### config.mk
export PLATFORM = sky130hd
export DESIGN_NAME = mux4_scan
export DESIGN_NICKNAME = d
export VERILOG_FILES = /design/src/rtl/mux4_scan.sv
export SDC_FILE = /design/constraint.sdc
export NUM_CORES = 1
export LEC_CHECK = 0
export ABC_AREA = 1
export BUFFER_PORTS_ARGS = -buffer_cell sky130_fd_sc_hd__buf_2
export CORE_MARGIN = 1
export CORE_UTILIZATION = 56
export CTS_BUF_LIST = sky130_fd_sc_hd__clkbuf_4 sky130_fd_sc_hd__clkbuf_8
export DETAILED_ROUTE_END_ITERATION = 8
export PLACE_DENSITY = 0.79
export REMOVE_ABC_BUFFERS = 1
export SETUP_SLACK_MARGIN = 0.5
export SLEW_MARGIN = 0
export SYNTH_ARGS = -nofsm -noshare
export SYNTH_HDL_FRONTEND = slang
export SYNTH_SLANG_ARGS = --single-unit
### constraint.sdc
create_clock -name clk -period 1.6 [get_ports clk]
set_clock_uncertainty 0.1 [all_clocks]
set_input_delay 0.24 -clock clk [delete_from_list [all_inputs] [get_ports clk]]
set_output_delay 0.24 -clock clk [all_outputs]
set_load 0.02 [all_outputs]
### src/rtl/mux4_scan.sv
// Scans a downstream 4:1 mux by stepping its select, waiting SETTLE cycles per input and sampling Y.
// Define MUX4_SCAN_CONT_EN to rescan continuously after a single start (only rst stops it).
module mux4_scan #(
    parameter int unsigned SETTLE = 1  // legal range 1..15
) (
    input  logic       clk,
    input  logic       rst,
    input  logic       start,
    input  logic       Y,
    output logic [1:0] S,
    output logic       E,
    output logic [3:0] D,
    output logic       valid,
    output logic       busy
);

    typedef enum logic [1:0] {
        ST_IDLE,
        ST_SETTLE,
        ST_SAMPLE,
        ST_DONE
    } state_t;

    localparam logic [3:0] SETTLE_LD = 4'(SETTLE);

    state_t     state_q, state_d;
    logic [1:0] sel_q,   sel_d;
    logic       en_n_q,  en_n_d;
    logic [3:0] data_q,  data_d;
    logic [3:0] shadow_q, shadow_d;
    logic [3:0] cnt_q,   cnt_d;

    always_comb begin
        // NOTE: every next-state signal gets a default first so no path through the case infers a latch.
        state_d  = state_q;
        sel_d    = sel_q;
        en_n_d   = en_n_q;
        data_d   = data_q;
        shadow_d = shadow_q;
        cnt_d    = cnt_q;

        unique case (state_q)
            ST_IDLE: begin
                if (start) begin
                    state_d = ST_SETTLE;
                    sel_d   = 2'd0;
                    en_n_d  = 1'b0;
                    cnt_d   = SETTLE_LD;
                end
            end

            ST_SETTLE: begin
                cnt_d = 4'(cnt_q - 4'd1);
                if (cnt_q <= 4'd1) begin
                    state_d = ST_SAMPLE;
                end
            end

            ST_SAMPLE: begin
                shadow_d[sel_q] = Y;
                if (sel_q == 2'd3) begin
                    // D must already include the bit captured on this same edge.
                    state_d = ST_DONE;
                    en_n_d  = 1'b1;
                    data_d  = shadow_d;
                end else begin
                    state_d = ST_SETTLE;
                    sel_d   = 2'(sel_q + 2'd1);
                    cnt_d   = SETTLE_LD;
                end
            end

            ST_DONE: begin
`ifdef MUX4_SCAN_CONT_EN
                state_d = ST_SETTLE;
                sel_d   = 2'd0;
                en_n_d  = 1'b0;
                cnt_d   = SETTLE_LD;
`else
                state_d = ST_IDLE;
                sel_d   = 2'd0;
`endif
            end

            default: begin
                state_d = ST_IDLE;
            end
        endcase
    end

    // NOTE: sequential state uses non-blocking assignments so every flop samples pre-edge values.
    always_ff @(posedge clk) begin
        if (rst) begin
            state_q  <= ST_IDLE;
            sel_q    <= 2'd0;
            en_n_q   <= 1'b1;
            data_q   <= 4'd0;
            shadow_q <= 4'd0;
            cnt_q    <= 4'd0;
        end else begin
            state_q  <= state_d;
            sel_q    <= sel_d;
            en_n_q   <= en_n_d;
            data_q   <= data_d;
            shadow_q <= shadow_d;
            cnt_q    <= cnt_d;
        end
    end

    assign S     = sel_q;
    assign E     = en_n_q;
    assign D     = data_q;
    assign valid = (state_q == ST_DONE);
    assign busy  = (state_q != ST_IDLE);

    a_enable_tracks_state: assert property (@(posedge clk) disable iff (rst)
        E == !(state_q == ST_SETTLE || state_q == ST_SAMPLE));

    a_valid_single_cycle: assert property (@(posedge clk) disable iff (rst)
        valid |=> !valid);

    a_settle_count_range: assert property (@(posedge clk) disable iff (rst)
        (state_q == ST_SETTLE) |-> (cnt_q >= 4'd1 && cnt_q <= SETTLE_LD));

    a_done_at_last_select: assert property (@(posedge clk) disable iff (rst)
        (state_q == ST_DONE) |-> (sel_q == 2'd3));

endmodule

==> results of run 1 <==
[synthesized netlist by cell type]
cell type	count	share of area [%]
or2_2	1	0.81
nor2_1	6	2.9
o21ai_1	5	3.2
nand3_2	2	2.6
nand2_1	22	11
inv_2	2	0.97
ha_1	6	9.7
inv_1	11	5.3
dfxtp_1	16	41
nor3_1	1	0.64
and2_1	1	0.81
a21oi_1	9	5.8
o21ai_0	9	5.8
buf_4	1	0.97
nor2_2	1	0.81
nand3_1	9	5.8
or2_0	1	0.81
clkbuf_1	1	0.48
nand4_1	1	0.81
[logic make-up after synthesis]
family	count (synthesis)
buffers and inverters	15
flip-flops	16
adder cells (fa/ha/maj)	6
AO/OA/AOI/OAI	23
AND/OR/NAND/NOR	45
[metrics by stage]
step / hold slack (ns) / utilization [%] / instances
floorplan: 0.209 / - / 103
global placement: 0.332 / 64.9 / 130
detailed placement: 0.334 / 64.9 / 130
CTS: 0.0889 / 88.8 / 145
[what timing repair did]
action                     in CTS
setup buffers                  10
setup endpoints to repair      25
resized for setup              65
pin swaps                       6
cloned                          1
==> flow_summary.toml, run 1 <==
[outcome]
status = "stopped before the end"
failing_step = "global routing (5_1_grt)"
tool.error = "[ERROR DPL-0038] Utilization greater than 100%, impossible to legalize"

[yosys]
syn_inst = 105
yosys.area_share.adder_pct = 9.66
synth_simple_gate_area_share_pct = 26.6
synth_xor_area_share_pct = 0
muxShareOfSynthArea_pct = 0
ys_seq_elements = 16
seq_area_frac_synth_pct = 41.2
synthDistinctLibCells = 19
synth_warnings = 0
avgSynthCellArea_um2 = 7.40
synth-compound-area-share_pct = 14.8
syn_area_um2 = 777
synth_top_family_by_area = "simple AND/OR/NAND/NOR gates"

[place]
place_ws_ns = 0.173
place_congestion = 0.778
hpwlAfterDp_um = 1100
port_buffers = 12
placed_area_um2 = 845

[global_routing]
grt_max_degree = 12

[clocking]
cts_made_buffers = 3
cts_num_sinks = 16
clock_path_buffers = 2
hold_buffers = 0
ctsHtreeMaxLevel = 1
root_buffer = "clkbuf_4"

[timing]
crit_endpoint = "busy"
worstEndpointType = "primary output"

[die]
num_rows = 13
start_util_pct = 59.7
die_x_um = 39.3
die_h_um = 39.3
ios = 13
==> inputs of run 2 (changes only) <==
Settings changed: CORE_AREA from default to 2 2 63 65, CORE_MARGIN 1 to default, CORE_UTILIZATION 56 to default, CTS_BUF_LIST sky130_fd_sc_hd__clkbuf_4 sky130_fd_sc_hd__clkbuf_8 to default, DIE_AREA from default to 0 0 65 67, PLACE_DENSITY 0.79 to default, PLACE_DENSITY_LB_ADDON from default to 0.15, SETUP_SLACK_MARGIN 0.5 to default.
==> flow_summary.toml, run 2 <==
[outcome]
status = "finished, final reports clean"

[global_routing]
grt_pass1_wl_um = 2990
grt_max_degree = 12
antenna_found_initial = 0
grtUsageTotal_pct = 9.01
grt.overflow.total = 0
grt_pass1_vias = 709

[die]
core_area_mm2 = 0.00361
num_rows = 22
start_util_pct = 21.5
die_x_um = 65
die_area_mm2 = 0.00436
ios = 13
die_h_um = 67

[critical_path]
crit_family = "flip-flops"
slowest_stage = "dfxtp_1"
path_buf_inv = 2
r2r-end = "S[1]$_SDFFE_PP0P_"
crit_cells = 3
crit_fanout = 6
critPathKind = "flop to output pin"
worstPathArrival_ns = 1.07
timing.rr.start = "S[0]$_SDFFE_PP0P_"
cp-end-kind = "output pin"
crit_path_start_kind = "flop"
max_stage_delay_ns = 0.45
worstPathCellList = "inv_2, nand2_1, buf_2"
cp.required_ns = 1.26
regToRegSetupSlack_ns = 0.20
r2r_cells = 6

[yosys]
synth_top_cells_by_count = "22 x nand2_1, 16 x dfxtp_1, 11 x inv_1"
avgSynthCellArea_um2 = 7.40
yosysMostFrequentCell = "nand2_1"
synth_warnings = 0
seq_area_frac_synth_pct = 41.2
synth_flop_cell = "dfxtp_1"
synth_async_sr_flop_share_pct = 0
synthTopCellsByArea = "dfxtp_1 41%, nand2_1 11%, ha_1 9.7%"
synth_top_area_share_pct = 41.2
syn_area_um2 = 777
synthDistinctLibCells = 19
ys_seq_elements = 16
synth_top_area_cell = "dfxtp_1"
syn_inst = 105
synth_edf_count = 0

[timing]
slew_headroom_pct = 79.4
rsz0062_at_grt = "false"
post-route-min-period_ns = 1.41
setup_viol = 0
finalHoldViolCount = 0
drv_slew = 0
fin_tns_setup_ns = 0
fin_crit_sh_pct = 88.2
worst_pin_slew_ns = 0.309
timing.hold.ws_ns = 0.143
fmax_mhz = 709

[place]
placed_area_um2 = 886
port_buffers = 12
place_congestion = 0.795
hpwlAfterDp_um = 1250

[routing]
route.detailed.drc = 0
first_pass_iters = 4
via_per_inst = 4.02
drtIter0Drc = 32
vias = 668
final_antenna_net_count = 0
wire_per_inst_um = 9.52
wirelength_um = 1580

[layout]
final_common_cell = "nand2_1"
post-route-cell-area_um2 = 927
drive_gt1_share_pct = 17.8
ff_latch_area_um2 = 320
synthToLayoutAreaGrowth_pct = 19.3
layout_common_cells = "22 x nand2_1, 16 x dfxtp_1, 12 x buf_2, 11 x inv_1"
fin_nets = 130
multi_input_area_um2 = 397
post-route-util_pct = 25.7
fill_cells = 407
diodes = 0

[min_path]
whs_path_depth = 2
hold_end = "state_q[1]$_SDFFE_PP0P_"
hp-class = "input pin to flop"
hold_start = "rst"

[pwr]
power.density_mw_per_mm2 = 1110
max-vdd-ir-drop_mv = 0.233
power.leakage_uw = 0.000426

[clocking]
cts_num_sinks = 16
ctsHtreeMaxLevel = 1
root_buffer = "clkbuf_8"
hold_buffers = 0
clock_path_buffers = 2
cts_made_buffers = 3
worst_skew_pair.late_latency_ns = 0.25
cts_setup_buffers = 0
cts_resized = 0
clk_pin_slew_ns = 0.06
cts_tree = "done"

[flow_run]
drv_cap = 0
-- run 2: worst max-delay path by stage --
stage,from,endpoint,slack (ns)
3_3_place_gp,S[1]$_SDFFE_PP0P_,S[1]$_SDFFE_PP0P_,0.18
2_1_floorplan,S[0]$_SDFFE_PP0P_,D[0]$_SDFFE_PP0P_,0.21
4_1_cts,S[0]$_SDFFE_PP0P_,S[1]$_SDFFE_PP0P_,0.17
3_5_place_dp,S[0]$_SDFFE_PP0P_,S[1]$_SDFFE_PP0P_,0.18
6_report,state_q[0]$_SDFFE_PP0P_,busy,0.19
5_1_grt,S[0]$_SDFFE_PP0P_,S[0]$_SDFFE_PP0P_,0.09
-- run 2: worst reg2reg max path, stage by stage (launching register included) --
cell and delay (ns):
dfxtp_1 0.39, ha_1 0.25, nand3_2 0.21, nand3_1 0.19, nand2_1 0.06, nand2_1 0.06
nor2_1 0.04
-- run 2: per-layer routing --
layer / wire (um) / global-route usage, %
met5: 0 / 0
met4: 26 / 3.99
met3: 89 / 3.38
met2: 673 / 14.9
met1: 791 / 10.3
-- run 2: area by class of cell --
type,instances,share of cell area (%)
inverter,13,5.26
clock buffer,3,4.45
multi-input combinational,74,42.8
tap,48,6.48
timing repair buffer,12,6.48
sequential,16,34.5
-- run 2: logic make-up (layout without fill, tap and decap cells) --
kind of cell    after synthesis  after routing  share of synthesized area, %
simple gates                 45             45                          26.6
compound gates               23             23                          14.8
flops                        16             16                          41.2
buf+inv                      15             28                          7.73
fa+ha+maj                     6              6                          9.66
-- run 2: where the power goes --
part           internal (uW)  switching, uW
registers                438           35.2
clock network            167            136
logic                   89.6            160
-- run 2: per-stage QoR --
stage | power [uW] | setup WS [ns] | instances
4_1_cts | 1040 | 0.173 | 166
3_5_place_dp | 735 | 0.184 | 163
3_3_place_gp | 740 | 0.177 | 163
5_1_grt | 1100 | 0.0857 | 166
6_report | 1030 | 0.190 | 166
2_1_floorplan | 665 | 0.207 | 103
Power figures use the tool's default switching activity.
